$ cat config.mk
export PLATFORM = sky130hd
export DESIGN_NAME = alu_serial_rx
export DESIGN_NICKNAME = d
export VERILOG_FILES = /design/src/rtl/alu_serial_rx.sv
export SDC_FILE = /design/constraint.sdc
export NUM_CORES = 1
export LEC_CHECK = 0
export BUFFER_PORTS_ARGS = -buffer_cell sky130_fd_sc_hd__buf_2
export CORE_UTILIZATION = 42
export DETAILED_ROUTE_END_ITERATION = 12
export PLACE_DENSITY = 0.66
export SETUP_SLACK_MARGIN = 0.15
export SYNTH_ARGS = -nofsm -noshare
export SYNTH_HDL_FRONTEND = slang
export SYNTH_SLANG_ARGS = --single-unit
$ cat constraint.sdc
create_clock -name clk -period 8.28 [get_ports clk]
set_clock_uncertainty 0.1 [all_clocks]
set_input_delay 1.242 -clock clk [delete_from_list [all_inputs] [get_ports clk]]
set_output_delay 1.242 -clock clk [all_outputs]
set_load 0.05 [all_outputs]
$ cat src/rtl/alu_serial_rx.sv
// rtl/alu_serial_rx.sv - parametrised serial packet receiver for the serial ALU family
// Purpose: deserialises 11-bit frames (start, type, 8 payload MSB first, stop) from sin,
//          assembles NB DATA frames of B, NB DATA frames of A and one CMD frame into a
//          result, checks framing/length/CRC/opcode and presents it through a 1-deep
//          output stage.
// Ports:
//   clk        system clock, rising edge
//   rst        asynchronous active-high reset
//   sin        serial input, idle high
//   out_valid  result held in output stage
//   out_ready  consumer accepts result
//   a_o, b_o   operands (zero when the packet had the wrong number of DATA frames)
//   op_o       opcode
//   err_o      one-hot {FRAME, DATA, CRC, OP}, 0 = good packet
//   overrun_o  one-cycle pulse: a completed packet was dropped (output stage full)
module alu_serial_rx #(
    parameter int DATA_W = 32,
    parameter bit CRC_EN = 1'b1
) (
    input  logic              clk,
    input  logic              rst,
    input  logic              sin,
    output logic              out_valid,
    input  logic              out_ready,
    output logic [DATA_W-1:0] a_o,
    output logic [DATA_W-1:0] b_o,
    output logic [2:0]        op_o,
    output logic [3:0]        err_o,
    output logic              overrun_o
);
    localparam int NB = DATA_W / 8;
    localparam int SW = 2 * DATA_W;
    localparam int CW = $clog2(2 * NB + 2);
    localparam logic [CW-1:0] DCNT_FULL = CW'(2 * NB);
    localparam logic [CW-1:0] DCNT_SAT  = CW'(2 * NB + 1);

    typedef enum logic [1:0] {S_IDLE, S_TYPE, S_PAY, S_STOP} state_t;

    state_t            state_q, state_d;
    logic [2:0]        bcnt_q, bcnt_d;
    logic              type_q, type_d;
    logic [7:0]        pay_q, pay_d;
    logic [SW-1:0]     shreg_q, shreg_d;
    logic [CW-1:0]     dcnt_q, dcnt_d;
    logic              ferr_q, ferr_d;
    logic              valid_q, valid_d;
    logic [DATA_W-1:0] a_q, a_d, b_q, b_d;
    logic [2:0]        op_q, op_d;
    logic [3:0]        err_q, err_d;
    logic              ovr_q, ovr_d;
    logic [3:0]        pkt_err;
    logic [3:0]        crc_calc;

    // CRC-4, x^4+x+1, init 0, MSB first over {B, A, 1'b1, op}
    function automatic logic [3:0] crc4(input logic [SW+3:0] bits);
        logic [3:0] c;
        logic       fb;
        c = 4'b0000;
        for (int i = SW + 3; i >= 0; i--) begin
            fb = c[3] ^ bits[i];
            c  = {c[2:0], 1'b0} ^ (fb ? 4'b0011 : 4'b0000);
        end
        return c;
    endfunction

    always_ff @(posedge clk or posedge rst) begin
        if (rst) begin
            state_q <= S_IDLE;
            bcnt_q  <= '0;
            type_q  <= 1'b0;
            pay_q   <= '0;
            shreg_q <= '0;
            dcnt_q  <= '0;
            ferr_q  <= 1'b0;
            valid_q <= 1'b0;
            a_q     <= '0;
            b_q     <= '0;
            op_q    <= '0;
            err_q   <= '0;
            ovr_q   <= 1'b0;
        end else begin
            state_q <= state_d;
            bcnt_q  <= bcnt_d;
            type_q  <= type_d;
            pay_q   <= pay_d;
            shreg_q <= shreg_d;
            dcnt_q  <= dcnt_d;
            ferr_q  <= ferr_d;
            valid_q <= valid_d;
            a_q     <= a_d;
            b_q     <= b_d;
            op_q    <= op_d;
            err_q   <= err_d;
            ovr_q   <= ovr_d;
        end
    end

    always_comb begin
        state_d  = state_q;
        bcnt_d   = bcnt_q;
        type_d   = type_q;
        pay_d    = pay_q;
        shreg_d  = shreg_q;
        dcnt_d   = dcnt_q;
        ferr_d   = ferr_q;
        valid_d  = valid_q;
        a_d      = a_q;
        b_d      = b_q;
        op_d     = op_q;
        err_d    = err_q;
        ovr_d    = 1'b0;
        pkt_err  = 4'b0000;
        crc_calc = crc4({shreg_q, 1'b1, pay_q[6:4]});

        unique case (state_q)
            S_IDLE: if (!sin) state_d = S_TYPE;
            S_TYPE: begin
                type_d  = sin;
                bcnt_d  = 3'd0;
                state_d = S_PAY;
            end
            S_PAY: begin
                pay_d  = {pay_q[6:0], sin};
                bcnt_d = bcnt_q + 3'd1;
                if (bcnt_q == 3'd7) state_d = S_STOP;
            end
            S_STOP: state_d = S_IDLE;
            default: state_d = S_IDLE;
        endcase

        if (valid_q && out_ready) valid_d = 1'b0;

        // stop-bit cycle: pay_q already holds the complete payload
        if (state_q == S_STOP) begin
            if (!type_q) begin
                if (sin) begin
                    shreg_d = {shreg_q[SW-9:0], pay_q};
                    if (dcnt_q != DCNT_SAT) dcnt_d = dcnt_q + CW'(1);
                end else begin
                    // bad stop: remember it, but keep receiving until the CMD frame
                    ferr_d = 1'b1;
                end
            end else begin
                if (ferr_q || !sin)                            pkt_err = 4'b1000;
                else if (dcnt_q != DCNT_FULL)                  pkt_err = 4'b0100;
                else if (CRC_EN && (crc_calc != pay_q[3:0]))   pkt_err = 4'b0010;
                else if (pay_q[5])                             pkt_err = 4'b0001; // op[1] set: 010,011,110,111

                // accept when empty or when the held result leaves this same cycle
                if (!valid_q || out_ready) begin
                    valid_d = 1'b1;
                    a_d     = pkt_err[2] ? '0 : shreg_q[DATA_W-1:0];
                    b_d     = pkt_err[2] ? '0 : shreg_q[SW-1:DATA_W];
                    op_d    = pay_q[6:4];
                    err_d   = pkt_err;
                end else begin
                    ovr_d = 1'b1;
                end
                shreg_d = '0;
                dcnt_d  = '0;
                ferr_d  = 1'b0;
            end
        end
    end

    assign out_valid = valid_q;
    assign a_o       = a_q;
    assign b_o       = b_q;
    assign op_o      = op_q;
    assign err_o     = err_q;
    assign overrun_o = ovr_q;

endmodule

==> results.json <==
{
  "drive_gt1_frac": 0.224,
  "setup_violations": 0,
  "setup_ws_ps": 4160,
  "cts_buffers": 17,
  "cts.sink_count": 156,
  "viasPerCell": 5.47,
  "fmax_ghz": 0.243,
  "cts_setup_buffers": 0,
  "r2r-start": "shreg_q[49]",
  "status": "complete, no violations",
  "p_switching_uw": 1430,
  "power_leakage_uw": 0.00420,
  "irDropWorstVdd_mv": 0.250,
  "cts_tree": "yes",
  "rsz0062_at_grt": "no",
  "timing.final.crit_share": 0.497,
  "io_buffers": 76,
  "die_y_um": 132,
  "insertedDiodeCount": 0,
  "gr-total-overflow": 0,
  "routed_wl_mm": 15.2,
  "crit_chain": "xnor2_1 > xnor3_2 > xnor3_1 > xor3_1 > xor2_1 > xnor3_2 > xnor3_1 > or3_1 > a211oi_2 > o21ai_1 > o31ai_2",
  "cp_slowest_cell": "xnor3_2",
  "min_period_ps": 4120,
  "crit_path_end_kind": "flop",
  "p_sw_frac": 0.396,
  "ys_types": 33,
  "die_x_um": 132,
  "synth-simple-area-share": 0.0196,
  "nNetsFinal": 597,
  "cts-root-buf": "clkbuf_16",
  "start_util": 0.430,
  "cp_data_arrival_time_ps": 4350,
  "io_pins": 77,
  "hold_path.class": "reg -> reg",
  "grt_util_all_layers": 0.187,
  "netlist_instances": 515,
  "ctsResizeCount": 0,
  "synth-xor-area-share": 0.194,
  "r2r-end": "err_o[0]",
  "p_int_uw": 2170,
  "die_area_um2": 17500,
  "crit_path_end": "err_o[0]",
  "synth_top_family_by_area": "XOR/XNOR gates",
  "path_max_fanout": 5,
  "critPathTopFamily": "XOR/XNOR gates",
  "grt_pass1_vias": 4651,
  "syn_area_um2": 7130,
  "areaGrowthSynthToFinish_pct": 16.3,
  "r2r_cells": 11,
  "worstPathRequired_ps": 8510,
  "power_per_cell_area_nw_per_um2": 434,
  "slew_viol_final": 0,
  "core_area_um2": 16600,
  "grt_first_pass_wirelength_mm": 25.5,
  "place.gp.congestion": 0.759,
  "rows": 47,
  "critPathMaxStageDelay_ps": 500,
  "rrSetupSlack_ps": 4160,
  "first_pass_iters": 4,
  "tightest_slew_ps": 823,
  "antenna_found_initial": 0,
  "critPathBufInv": 0,
  "cts.path.max_buffers": 2,
  "holdPathStages": 2,
  "vias": 4459,
  "synth_nets": 529,
  "clock_latency_ps": 430,
  "relSlewSlack": 0.451,
  "synth_compound_area_frac": 0.179,
  "critPathLaunch": "shreg_q[49]",
  "drv_cap": 0,
  "wl_per_cell_um": 18.6,
  "syn_avg_cell_area_um2": 13.8,
  "critPathLaunchType": "flop",
  "muxShareOfSynthArea": 0.0189,
  "synthAdderAreaFrac": 0.0175,
  "grt_max_degree": 95,
  "ctsHoldBuffers": 0,
  "p_seq_frac": 0.287,
  "fin_setup_tns_ps": 0,
  "combPwrFrac": 0.511,
  "hpwlAfterDp_mm": 9.93,
  "cts.htree.levels": 4,
  "path_depth": 11,
  "drc": 0,
  "ys_seq_area_frac": 0.547,
  "pwr-share-clk": 0.202,
  "cts.reportedPaths.clkPinSlew_ps": 60,
  "fin_util": 0.500,
  "ys_ff_latch": 156,
  "drt-initial-drc-count": 319,
  "hold_viol": 0,
  "drtAntennaViolNets": 0,
  "place_ws_ps": 4160,
  "synth.yosys.warnings": 0,
  "crit_type": "reg -> reg"
}
-- cells in the final DEF, fill, tap and decap left out, types with 2 or more instances in the layout --
| cell | instances |
|---|---|
| inv_1 | 11 |
| buf_2 | 76 |
| clkinv_2 | 4 |
| nor2_1 | 6 |
| clkinvlp_4 | 2 |
| clkbuf_8 | 2 |
| buf_4 | 5 |
| mux2_2 | 12 |
| xnor3_2 | 3 |
| clkbuf_1 | 2 |
| clkbuf_16 | 17 |
| ha_1 | 10 |
| a21oi_1 | 6 |
| inv_6 | 3 |
| a22o_1 | 129 |
| nand3_1 | 7 |
| xor2_1 | 19 |
| xor3_1 | 3 |
| xnor2_1 | 62 |
| dfrtp_1 | 156 |
| o21ai_0 | 8 |
| xnor3_1 | 23 |
| nand2_1 | 8 |
-- routing by layer --
layer  up-vias  wire [um]  part of all wire  GRT usage
met3        12        573             0.038     0.0477
met1      2319       6930              0.46      0.252
met4         0        151            0.0099     0.0524
li1       2030          -                 -          -
met2        98       7530              0.50      0.300
met5         -          0                 0          0
-- sequential cells by signal, indices dropped and copies added, names as in the netlist --
register,cells
a_o,32
b_o,32
bcnt_q,3
dcnt_q,4
err_o,4
ferr_q,1
op_o,3
out_valid,1
overrun_o,1
pay_q,8
shreg_q,64
state_q,2
type_q,1
-- cell families after synthesis --
group                      Yosys count
DFF                                156
AOI/OAI and AO/OA                  152
xor gates and xnor gates           111
buffers and inverters               44
and+or+nand+nor                     30
muxes                               12
adders and majority gates           10
-- worst min-delay path by stage --
stage | start | end | slack [ps]
floorplan | pay_q[7] | shreg_q[7] | 370
global placement | err_o[3] | err_o[3] | 380
detailed placement | err_o[3] | err_o[3] | 380
CTS | err_o[3] | err_o[3] | 390
global route | err_o[3] | err_o[3] | 410
finish | err_o[3] | err_o[3] | 390
-- final cells by class --
type                       instances  area, um2
clock buffer                      21        460
clock inverter                    10       91.3
fill                            1428       8290
inverter                          12       50.0
multi-input combinational        315       3090
sequential                       156       3900
tap                              220        275
timing repair buffer              81        418
-- cell usage after synthesis --
cell type | n | area, um2
or3_1 | 1 | 6.26
dfrtp_1 | 156 | 3900
nor2b_1 | 1 | 6.26
nand2b_1 | 1 | 6.26
xnor3_1 | 23 | 518
mux2_2 | 12 | 135
a211oi_1 | 1 | 7.51
o21ai_0 | 9 | 45.0
o211a_1 | 1 | 10.0
clkbuf_1 | 23 | 86.3
xnor2_1 | 62 | 543
buf_2 | 1 | 5.00
a22o_1 | 129 | 1130
nand2_1 | 8 | 30.0
a22oi_1 | 1 | 7.51
o31ai_2 | 1 | 12.5
xnor3_2 | 3 | 71.3
xor3_1 | 3 | 71.3
ha_1 | 10 | 125
xnor2_2 | 1 | 16.3
nand3_1 | 8 | 40.0
buf_1 | 8 | 30.0
a32o_1 | 1 | 10.0
inv_1 | 12 | 45.0
nor2_1 | 6 | 22.5
nor3_1 | 2 | 10.0
nand4_1 | 1 | 6.26
nor4_1 | 1 | 6.26
a211oi_2 | 1 | 12.5
o21ai_1 | 1 | 5.00
a21oi_1 | 7 | 35.0
and3_1 | 1 | 6.26
xor2_1 | 19 | 166
-- tightest hold or removal path: cells and delay by family (launching register included) --
family / cells / cell delay [ps]
AO/OA/AOI/OAI: 1 / 60
flip-flops: 1 / 340
AND/OR/NAND/NOR: 1 / 50
-- power by group through the flow --
stage | sequential (uW) | clock (uW) | combinational (uW)
3_5_place_dp | 1050 | 0 | 1840
2_1_floorplan | 1160 | 0 | 1410
6_report | 1030 | 728 | 1840
5_1_grt | 1050 | 779 | 1990
4_1_cts | 1030 | 746 | 1850
3_3_place_gp | 1040 | 0 | 1780
-- metrics by stage --
step | instance area, um2 | power (uW) | hold slack, ps | std cells
3_3_place_gp | 7740 | 2820 | 377 | 784
4_1_cts | 8290 | 3630 | 393 | 815
2_1_floorplan | 7130 | 2570 | 369 | 515
5_1_grt | 8290 | 3820 | 411 | 815
6_report | 8290 | 3600 | 390 | 815
3_5_place_dp | 7740 | 2890 | 380 | 784
Note: power is estimated with default switching activity, not from simulation.
